--- src/rtl/matrix_pkg.sv ---
// rtl/matrix_pkg.sv - shared widths, latency, identity bank and rounding helpers for matrix_vec_pipe
package matrix_pkg;

   localparam int DEF_N      = 2;
   localparam int DEF_IN_W   = 13;
   localparam int DEF_COEF_W = 19;
   localparam int DEF_FRAC   = 14;
   localparam int DEF_OUT_W  = 17;

   // Banks are built at the largest supported size and sliced down by the user.
   localparam int MAX_N      = 4;
   localparam int MAX_COEF_W = 32;

   // Row-major coefficient image, element r*N+c at [(r*N+c)*COEF_W +: COEF_W].
   typedef logic [MAX_N*MAX_N*MAX_COEF_W-1:0] coef_bank_t;

   localparam longint DEF_ROUND_OFS = longint'(1) << (DEF_FRAC - 1);

   function automatic int lat(input int n);
      return 4 + $clog2(n);
   endfunction

   function automatic longint round_ofs(input int frac);
      return longint'(1) << (frac - 1);
   endfunction

   // Diagonal of 2^frac is a single set bit inside each diagonal element.
   function automatic coef_bank_t identity_bank(input int n, input int coef_w, input int frac);
      coef_bank_t b;
      b = '0;
      for (int r = 0; r < n; r++) begin
         b[(r*n + r)*coef_w + frac] = 1'b1;
      end
      return b;
   endfunction

endpackage

--- src/rtl/matrix_vec_pipe_if.sv ---
// rtl/matrix_vec_pipe_if.sv - sample stream and coefficient-load bus; sat_flag present only with MATRIX_VEC_SAT_EN
interface matrix_vec_pipe_if
   import matrix_pkg::*;
#(
   parameter int N      = DEF_N,
   parameter int IN_W   = DEF_IN_W,
   parameter int COEF_W = DEF_COEF_W,
   parameter int OUT_W  = DEF_OUT_W
);

   logic                        in_valid;
   logic [N*IN_W-1:0]           in_vec;
   logic                        coef_we;
   logic [$clog2(N*N)-1:0]      coef_addr;
   logic signed [COEF_W-1:0]    coef_data;
   logic                        coef_commit;
   logic                        out_valid;
   logic [N*OUT_W-1:0]          out_vec;
`ifdef MATRIX_VEC_SAT_EN
   logic [N-1:0]                sat_flag;
`endif

`ifdef MATRIX_VEC_SAT_EN
   modport master (
      output in_valid, in_vec, coef_we, coef_addr, coef_data, coef_commit,
      input  out_valid, out_vec, sat_flag
   );
   modport slave (
      input  in_valid, in_vec, coef_we, coef_addr, coef_data, coef_commit,
      output out_valid, out_vec, sat_flag
   );
`else
   modport master (
      output in_valid, in_vec, coef_we, coef_addr, coef_data, coef_commit,
      input  out_valid, out_vec
   );
   modport slave (
      input  in_valid, in_vec, coef_we, coef_addr, coef_data, coef_commit,
      output out_valid, out_vec
   );
`endif

endinterface

--- src/rtl/matrix_row_dot.sv ---
// rtl/matrix_row_dot.sv - one output row: N multipliers, registered adder tree, round and limit (clamp with MATRIX_VEC_SAT_EN, else wrap)
module matrix_row_dot
   import matrix_pkg::*;
#(
   parameter int N      = DEF_N,
   parameter int IN_W   = DEF_IN_W,
   parameter int COEF_W = DEF_COEF_W,
   parameter int FRAC   = DEF_FRAC,
   parameter int OUT_W  = DEF_OUT_W
)
(
   input  logic                     clk,
   input  logic                     rst,
   input  logic [N*IN_W-1:0]        i_x,
   input  logic [N*COEF_W-1:0]      i_c,
   input  logic                     i_out_en,
   output logic signed [OUT_W-1:0]  o_y
`ifdef MATRIX_VEC_SAT_EN
   ,
   output logic                     o_sat
`endif
);

   localparam int PROD_W = IN_W + COEF_W;
   localparam int LVL    = $clog2(N);
   localparam int P      = 1 << LVL;
   localparam int ACC_W  = PROD_W + LVL;
   localparam logic signed [ACC_W-1:0] RND = ACC_W'(round_ofs(FRAC));

   logic signed [PROD_W-1:0] r_prod [N];
   // Heap-ordered tree: leaves at P-1..2P-2, root at 0; every node is one register deep.
   logic signed [ACC_W-1:0]  r_node [2*P-1];
   logic signed [ACC_W-1:0]  w_sum;
   logic signed [ACC_W-1:0]  w_sh;

   // first multiply stage: full-precision signed products
   always_ff @(posedge clk or posedge rst) begin
      if (rst) begin
         for (int c = 0; c < N; c++) r_prod[c] <= '0;
      end else begin
         for (int c = 0; c < N; c++) begin
            r_prod[c] <= PROD_W'($signed(i_x[c*IN_W +: IN_W])) *
                         PROD_W'($signed(i_c[c*COEF_W +: COEF_W]));
         end
      end
   end

   // second multiply stage loads the leaves; inner nodes sum their children each cycle
   always_ff @(posedge clk or posedge rst) begin
      if (rst) begin
         for (int i = 0; i < 2*P-1; i++) r_node[i] <= '0;
      end else begin
         for (int j = 0; j < N; j++) r_node[P-1+j] <= ACC_W'(r_prod[j]);
         for (int j = N; j < P; j++) r_node[P-1+j] <= '0;
         for (int i = 0; i < P-1; i++) r_node[i] <= r_node[2*i+1] + r_node[2*i+2];
      end
   end

   assign w_sum = r_node[0] + RND;
   assign w_sh  = w_sum >>> FRAC;

`ifdef MATRIX_VEC_SAT_EN
   localparam logic signed [ACC_W-1:0] Y_MAX = ACC_W'((longint'(1) << (OUT_W - 1)) - 1);
   localparam logic signed [ACC_W-1:0] Y_MIN = ~Y_MAX;

   // output stage: clamp to the output range and flag the row when clamped
   always_ff @(posedge clk or posedge rst) begin
      if (rst) begin
         o_y   <= '0;
         o_sat <= 1'b0;
      end else if (i_out_en) begin
         if (w_sh > Y_MAX) begin
            o_y   <= Y_MAX[OUT_W-1:0];
            o_sat <= 1'b1;
         end else if (w_sh < Y_MIN) begin
            o_y   <= Y_MIN[OUT_W-1:0];
            o_sat <= 1'b1;
         end else begin
            o_y   <= w_sh[OUT_W-1:0];
            o_sat <= 1'b0;
         end
      end
   end
`else
   // Bits above the output width are deliberately dropped when wrapping.
   logic w_unused;
   assign w_unused = ^w_sh[ACC_W-1:OUT_W];

   // output stage: keep the low OUT_W bits of the rounded sum
   always_ff @(posedge clk or posedge rst) begin
      if (rst) begin
         o_y <= '0;
      end else if (i_out_en) begin
         o_y <= w_sh[OUT_W-1:0];
      end
   end
`endif

endmodule

--- src/rtl/matrix_vec_pipe.sv ---
// rtl/matrix_vec_pipe.sv - streaming NxN matrix times vector with shadow/active coefficient banks; MATRIX_VEC_SAT_EN adds saturation
module matrix_vec_pipe
   import matrix_pkg::*;
#(
   parameter int N      = DEF_N,
   parameter int IN_W   = DEF_IN_W,
   parameter int COEF_W = DEF_COEF_W,
   parameter int FRAC   = DEF_FRAC,
   parameter int OUT_W  = DEF_OUT_W
)
(
   input  logic             clk,
   input  logic             rst,
   matrix_vec_pipe_if.slave bus
);

   localparam int LAT    = lat(N);
   localparam int BANK_W = N*N*COEF_W;
   localparam logic [BANK_W-1:0] IDENT = BANK_W'(identity_bank(N, COEF_W, FRAC));

   logic [BANK_W-1:0]  r_shadow;
   logic [BANK_W-1:0]  r_active;
   logic [BANK_W-1:0]  w_shadow_nxt;
   logic [BANK_W-1:0]  r_c;
   logic [N*IN_W-1:0]  r_x;
   logic [LAT-1:0]     r_vld;
   logic [N*OUT_W-1:0] w_out_vec;
`ifdef MATRIX_VEC_SAT_EN
   logic [N-1:0]       w_sat;
   assign bus.sat_flag = w_sat;
`endif

   // shadow image including this cycle's write, so a same-cycle commit copies it
   always_comb begin
      w_shadow_nxt = r_shadow;
      if (bus.coef_we && (int'(bus.coef_addr) < N*N)) begin
         w_shadow_nxt[int'(bus.coef_addr)*COEF_W +: COEF_W] = bus.coef_data;
      end
   end

   // coefficient banks; a commit replaces the whole active bank at one edge
   always_ff @(posedge clk or posedge rst) begin
      if (rst) begin
         r_shadow <= IDENT;
         r_active <= IDENT;
      end else begin
         r_shadow <= w_shadow_nxt;
         if (bus.coef_commit) r_active <= w_shadow_nxt;
      end
   end

   // capture stage: the sample travels with the bank that was active when it arrived
   always_ff @(posedge clk or posedge rst) begin
      if (rst) begin
         r_x <= '0;
         r_c <= '0;
      end else if (bus.in_valid) begin
         r_x <= bus.in_vec;
         r_c <= r_active;
      end
   end

   // valid pipeline, one bit per register stage
   always_ff @(posedge clk or posedge rst) begin
      if (rst) begin
         r_vld <= '0;
      end else begin
         r_vld <= {r_vld[LAT-2:0], bus.in_valid};
      end
   end

   for (genvar r = 0; r < N; r++) begin : g_row
      matrix_row_dot #(
         .N      (N),
         .IN_W   (IN_W),
         .COEF_W (COEF_W),
         .FRAC   (FRAC),
         .OUT_W  (OUT_W)
      ) u_row (
         .clk      (clk),
         .rst      (rst),
         .i_x      (r_x),
         .i_c      (r_c[r*N*COEF_W +: N*COEF_W]),
         .i_out_en (r_vld[LAT-2]),
         .o_y      (w_out_vec[r*OUT_W +: OUT_W])
`ifdef MATRIX_VEC_SAT_EN
         ,
         .o_sat    (w_sat[r])
`endif
      );
   end

   assign bus.out_valid = r_vld[LAT-1];
   assign bus.out_vec   = w_out_vec;

endmodule
--- src/flat_wrapper.sv ---
// flat-port wrapper written by rule: the top's interface ports become plain ports
module matrix_vec_pipe_flat import matrix_pkg::*;
#(
   parameter int N      = DEF_N,
   parameter int IN_W   = DEF_IN_W,
   parameter int COEF_W = DEF_COEF_W,
   parameter int FRAC   = DEF_FRAC,
   parameter int OUT_W  = DEF_OUT_W
)
  (clk, rst, bus_in_valid, bus_in_vec, bus_coef_we, bus_coef_addr, bus_coef_data, bus_coef_commit, bus_out_valid, bus_out_vec);
  matrix_vec_pipe_if #(.N(N), .IN_W(IN_W), .COEF_W(COEF_W), .OUT_W(OUT_W)) bus_i ();
  input  logic clk;
  input  logic rst;
  input wire logic [$bits(bus_i.in_valid)-1:0] bus_in_valid;
  input wire logic [$bits(bus_i.in_vec)-1:0] bus_in_vec;
  input wire logic [$bits(bus_i.coef_we)-1:0] bus_coef_we;
  input wire logic [$bits(bus_i.coef_addr)-1:0] bus_coef_addr;
  input wire logic [$bits(bus_i.coef_data)-1:0] bus_coef_data;
  input wire logic [$bits(bus_i.coef_commit)-1:0] bus_coef_commit;
  output wire logic [$bits(bus_i.out_valid)-1:0] bus_out_valid;
  output wire logic [$bits(bus_i.out_vec)-1:0] bus_out_vec;
  assign bus_i.in_valid = bus_in_valid;
  assign bus_i.in_vec = bus_in_vec;
  assign bus_i.coef_we = bus_coef_we;
  assign bus_i.coef_addr = bus_coef_addr;
  assign bus_i.coef_data = bus_coef_data;
  assign bus_i.coef_commit = bus_coef_commit;
  assign bus_out_valid = bus_i.out_valid;
  assign bus_out_vec = bus_i.out_vec;
  matrix_vec_pipe #(.N(N), .IN_W(IN_W), .COEF_W(COEF_W), .FRAC(FRAC), .OUT_W(OUT_W)) u_core (.clk(clk), .rst(rst), .bus(bus_i));
endmodule
--- config.mk ---
export PLATFORM = sky130hd
export DESIGN_NAME = matrix_vec_pipe_flat
export DESIGN_NICKNAME = d
export VERILOG_FILES = /design/src/rtl/matrix_pkg.sv /design/src/rtl/matrix_vec_pipe_if.sv /design/src/rtl/matrix_row_dot.sv /design/src/rtl/matrix_vec_pipe.sv /design/src/flat_wrapper.sv
export SDC_FILE = /design/constraint.sdc
export NUM_CORES = 2
export LEC_CHECK = 0
export ABC_AREA = 1
export CAP_MARGIN = 20
export CORE_MARGIN = 8
export CORE_UTILIZATION = 65
export DETAILED_ROUTE_END_ITERATION = 10
export GPL_TIMING_DRIVEN = 0
export PLACE_DENSITY = 0.82
export SKIP_LAST_GASP = 1
export SLEW_MARGIN = 15
export SYNTH_ARGS = -nofsm -noshare
export SYNTH_HDL_FRONTEND = slang
export SYNTH_SLANG_ARGS = --single-unit
--- constraint.sdc ---
create_clock -name clk -period 35.9 [get_ports clk]
set_input_delay 3.59 -clock clk [delete_from_list [all_inputs] [get_ports clk]]
set_output_delay 3.59 -clock clk [all_outputs]
set_load 0.02 [all_outputs]
# Yosys cells after proc, flatten, opt, wreduce, memory -nomap -nowiden
# Cells that the tools add are included.
[word_totals]
register_bits = 603
latch_bits = 0
ram_bits = 0
romBits = 0
output_inout_bits = 35
wordCells = 31
n_memories = 0
[classes]
addsub = 5
multipliers = 5
n_div = 0
magnitude_cmp = 0
n_eq_ne = 0
n_shift = 2
n_mux = 2
bitwise = 0
reduce_logical = 0
[ops]
columns = ["op", "count"]
rows = [
  ["$mul A13 B19 Y31", 4],
  ["$bwmux W76", 1],
  ["$mux W76", 1],
  ["$shift A19 B33 Y76 const A", 1],
  ["$shiftx A19 B33 Y76", 1],
  ["$add A31 B15 Y31 const B", 2],
  ["$add A31 B31 Y31", 2],
  ["$neg A32 Y33", 1],
  ["$mul A2 B5 Y7 const B", 1],
]

# Longest topological paths before layout
[depth]
ltp_word = 5
ltp_mapped = 27
depth_no_buf = 25

# By module
# Synthesis repeated with hierarchy kept, for this count alone.
[unflattened]
cells_unflattened = 7139
hier_area_um2 = 59568.4
[modules_own_cells]
columns = ["module", "n_inst", "cells_each", "area_per_inst_um2"]
rows = [
  ["matrix_row_dot (u_core.g_row[0].u_row)", 1, 3176, 24995.2],
  ["matrix_row_dot (u_core.g_row[1].u_row)", 1, 2998, 24468.5],
  ["matrix_vec_pipe", 1, 965, 10104.7],
]

# Worst setup path after synthesis
# Ideal clock, no wire load.
[synth_path]
kind = "reg-to-reg"
from = "reg u_core.r_x[2]"
to = "reg u_core.g_row[0].u_row.r_prod[62] (netlist bit)"
t_arrival_ps = 5265
t_required_ps = 35783
setup_slack_ps = 30518
path_stages_with_launch = 25
path_buffers = 2
period_less_slack_ps = 5382
cell_sequence = "dfrtp_1 clkbuf_1 clkbuf_1 nand2_1 fa_1 inv_1 fa_1 inv_1 fa_1 inv_1 fa_1 inv_1 fa_1 inv_1 ha_1 ha_1 nand2_1 nor2_1 nand2_1 nor3_1 nand2_1 inv_1 nor2_1 nand2_1 nand2_1"
[synth_via]
elab_chain_len = 1
[synth_lines]
columns = ["element", "line", "text"]
rows = [
  ["from (decl)", "matrix_vec_pipe.sv:25", "logic [N*IN_W-1:0] r_x;"],
  ["from (signal assigned)", "matrix_vec_pipe.sv:58", "r_x <= bus.in_vec;"],
  ["$mul A13 B19 Y31", "matrix_row_dot.sv:42", "r_prod[c] <= PROD_W'($signed(i_x[c*IN_W +: IN_W])) *"],
  ["to (signal, indexed assignment)", "matrix_row_dot.sv:42", ""],
  ["to (decl)", "matrix_row_dot.sv:30", "logic signed [PROD_W-1:0] r_prod [N];"],
]
# Every way passes these cells.
# A chain may end at the register's enable or synchronous reset.

# Worst setup path after layout
# Ends and elaborated chain as after synthesis.

==> metrics.md <==
| Metric | Value |
|---|---|
| Status | finished, final reports clean |
| Post_cts resized | 0 |
| Initial Util | 65.4% |
| Dpl hpwl | 140 mm |
| Worst-case clock buffer depth | 3 |
| Crit-path max FO | 10 |
| Routed Antenna Nets | 0 |
| WL final | 169 mm |
| Syn-to-layout area delta | 7.47% |
| GRT Util Overall | 33.7% |
| Final Slew Violations | 0 |
| # setup viols final | 0 |
| Yosys reg bits | 577 |
| Nets@finish | 8571 |
| Power consumption | 4.72 mW |
| Drt pass-1 iters | 7 |
| WS Path Type | reg -> reg |
| Largest net degree at the start of global routing | 125 |
| Setup TNS | 0 ps |
| Crit path time final | 7320 ps |
| Drt wl/cell | 19.9 µm |
| Maxcap violations | 0 |
| Filler cells | 7089 |
| Starting DRT DRC Count | 4297 |
| Final GP Congestion | 1.01 |
| RSZ-0062 raised after global routing | no |
| Vias/cell | 5.54 |
| Slew headroom | 28.1% |
| Port Buffers | 84 |
| Num CTS Buffers | 58 |
| Syn Area/Cell | 8.41 µm² |
| Final worst clock skew | 29.7 ps |
| Post-synth cell types | 43 |
| Final Cycle Share | 20.4% |
| Worst slew pin tran | 1080 ps |
| Clock sink total | 577 |
| Top-level port count | 87 |
| Worst Path Arrival | 7910 ps |
| Post-CTS setup buffer count | 0 |
| Post-synthesis sequential area ratio | 24.2% |
| WL met2 | 77.4 mm |
| Power Density | 73.4 nW/µm² |
| F_max | 0.137 GHz |
| Syn Nets | 8422 |
| Syn Inst Count | 7105 |
| Synth warnings | 0 |
| CTS clk-pin slew, worst paths | 70 ps |
| Async S/R FF share, synth | 100% |
| Top Layer Used | met5 |
| Die span in y | 319 µm |
| Vias in the first global route | 48700 |
| # DRC | 0 |
| Total grt overflow | 0 |
| Die width | 319 µm |
| Crit. End Element | flop |
| Main flop type after synthesis | dfrtp_1 |
| Die area | 102000 µm² |
| Min-Delay Path Class | reg -> reg |
| Number of flops mapped to enable cells by yosys | 0 |
| Met3 routed WL | 18.7 mm |
| Root Driver | clkbuf_16 |
| Vias | 47000 |
| Hold Violations, Final | 0 |
| Skew-Pair Late Insertion Delay | 660 ps |
| P_leak | 37.3 nW |
| First-pass GRT wire length | 267 mm |
| Rows | 111 |
| CTS tree | built |
| Mapped Area | 59800 µm² |
| CP required | 36490 ps |
| Max H-tree Level | 2 |
| Final Core Density | 70.3% |
| Share of cells above drive strength 1 | 4.82% |
| Routed met1 length | 64.6 mm |
| Hold_buf cts | 0 |
| Worst vdd ir | 0.0720 mV |
| Antenna violations before repair | 6 |
| CP Launch Type | flop |
| CORE AREA | 91400 µm² |
==> layer usage <==
layer / global-route usage (%) / up-vias
met5: 0 / -
met4: 14.6 / 10
met3: 9.40 / 475
met2: 53.6 / 2322
met1: 43.6 / 23000
li1: - / 21200
==> final cells by class <==
type / count / area, µm² / area share, %
plain buffers: 221 / 901 / 1.40
repair buffers: 89 / 978 / 1.52
diodes: 1 / 2.50 / 0.00389
multi-input cells: 4627 / 38100 / 59.3
clock inverters: 32 / 413 / 0.643
flip-flops and latches: 577 / 14400 / 22.5
clock buffers: 77 / 1580 / 2.46
inverters: 1680 / 6310 / 9.83
well taps: 1186 / 1480 / 2.31
==> state kept, by name (all words and copies together), names as in the netlist <==
name,flops
u_core.g_row.u_row.o_y,34
u_core.g_row.u_row.r_node,160
u_core.g_row.u_row.r_prod,124
u_core.r_active,76
u_core.r_c,76
u_core.r_shadow,76
u_core.r_vld,5
u_core.r_x,26
==> synth_stat cells, types with 2 or more instances <==
cell | n | share of area (%)
nor3_2 | 4 | 0.067
o21bai_1 | 29 | 0.36
nor3_1 | 25 | 0.21
nor4_1 | 8 | 0.084
nand3_2 | 4 | 0.067
nand2_2 | 12 | 0.13
buf_4 | 3 | 0.038
ha_1 | 369 | 7.7
nor2_1 | 302 | 1.9
buf_1 | 20 | 0.13
nor3b_1 | 3 | 0.038
o21ai_0 | 147 | 1.2
nor2_2 | 7 | 0.073
fa_1 | 896 | 30
xor2_1 | 75 | 1.1
nand2_1 | 2114 | 13
a31oi_1 | 7 | 0.073
a21o_1 | 3 | 0.038
o21ai_2 | 24 | 0.35
a21oi_1 | 147 | 1.2
buf_2 | 24 | 0.20
xnor2_1 | 18 | 0.26
dfstp_2 | 4 | 0.18
nand3_1 | 169 | 1.4
clkbuf_1 | 170 | 1.1
buf_6 | 4 | 0.075
o21ai_1 | 8 | 0.067
mux2_2 | 156 | 2.9
nand3b_1 | 14 | 0.18
and2_1 | 10 | 0.10
dfrtp_1 | 573 | 24
inv_1 | 1679 | 11
or2_2 | 3 | 0.031
nand3_4 | 2 | 0.059
and3_1 | 2 | 0.021
nand4_1 | 63 | 0.66
==> through the flow <==
step                      instances  hold slack, ps  area [µm²]  setup WS, ps
after detailed placement       8380             335       62300         28890
after floorplan                7105             331       59800         16170
final                          8490             338       64200         28580
after CTS                      8489             343       64200         28890
after global placement         8375             332       62100         10880
after global routing           8489             348       64200         28360
==> critical path, cell delays in order, from the launching register on <==
cell and delay [ps]:
dfrtp_1 360, clkbuf_1 530, clkbuf_1 780, nand2_1 260
fa_1 610, inv_1 60, fa_1 690, inv_1 240
fa_1 530, inv_1 60, fa_1 530, inv_1 60
fa_1 470, inv_1 40, ha_1 290, ha_1 420
a21oi_1 490, o21ai_0 180, a21oi_1 270, nand2_1 80
nor2_1 130, nand2_1 60, nand2_1 90
==> logic make-up after synthesis <==
family | Yosys count | share of synthesized area (%)
AOI/OAI and AO/OA | 366 | 3.37
xor gates and xnor gates | 93 | 1.36
adders and majority gates | 1265 | 37.7
buffers and inverters | 1901 | 12.1
DFF | 577 | 24.2
muxes | 156 | 2.94
and+or+nand+nor | 2747 | 18.4
==> final timing paths <==
check | cells past startpoint | startpoint | slack (ps) | to
min in group asynchronous | 2 | rst | 3340 | u_core.g_row[1].u_row.r_node[21]
max reg2reg | 22 | u_core.r_x[2] | 28580 | u_core.g_row[0].u_row.r_prod[62]
min reg2reg | 0 | u_core.g_row[1].u_row.r_prod[12] | 340 | u_core.g_row[1].u_row.r_node[12]
max | 22 | u_core.r_x[2] | 28580 | u_core.g_row[0].u_row.r_prod[62]
max in group asynchronous | 5 | rst | 30640 | u_core.g_row[0].u_row.r_node[60]
min | 0 | u_core.g_row[1].u_row.r_prod[12] | 340 | u_core.g_row[1].u_row.r_node[12]
==> cells in the final DEF, fill, tap and decap left out, types with 156 or more instances in the layout <==
cell type  synthesis  routed
dfrtp_1          573     573
mux2_2           156     156
nand2_1         2114    2114
nor2_1           302     302
inv_1           1679    1678
clkbuf_1         170     183
ha_1             369     369
nand3_1          169     169
fa_1             896     896
==> power breakdown <==
group,internal (mW),leakage [nW],switching (mW)
Combinational,1.02,29.0,2.09
Clock,0.358,0.944,0.268
Sequential,0.858,7.36,0.122
No activity file was read; power rests on OpenSTA's default activity.
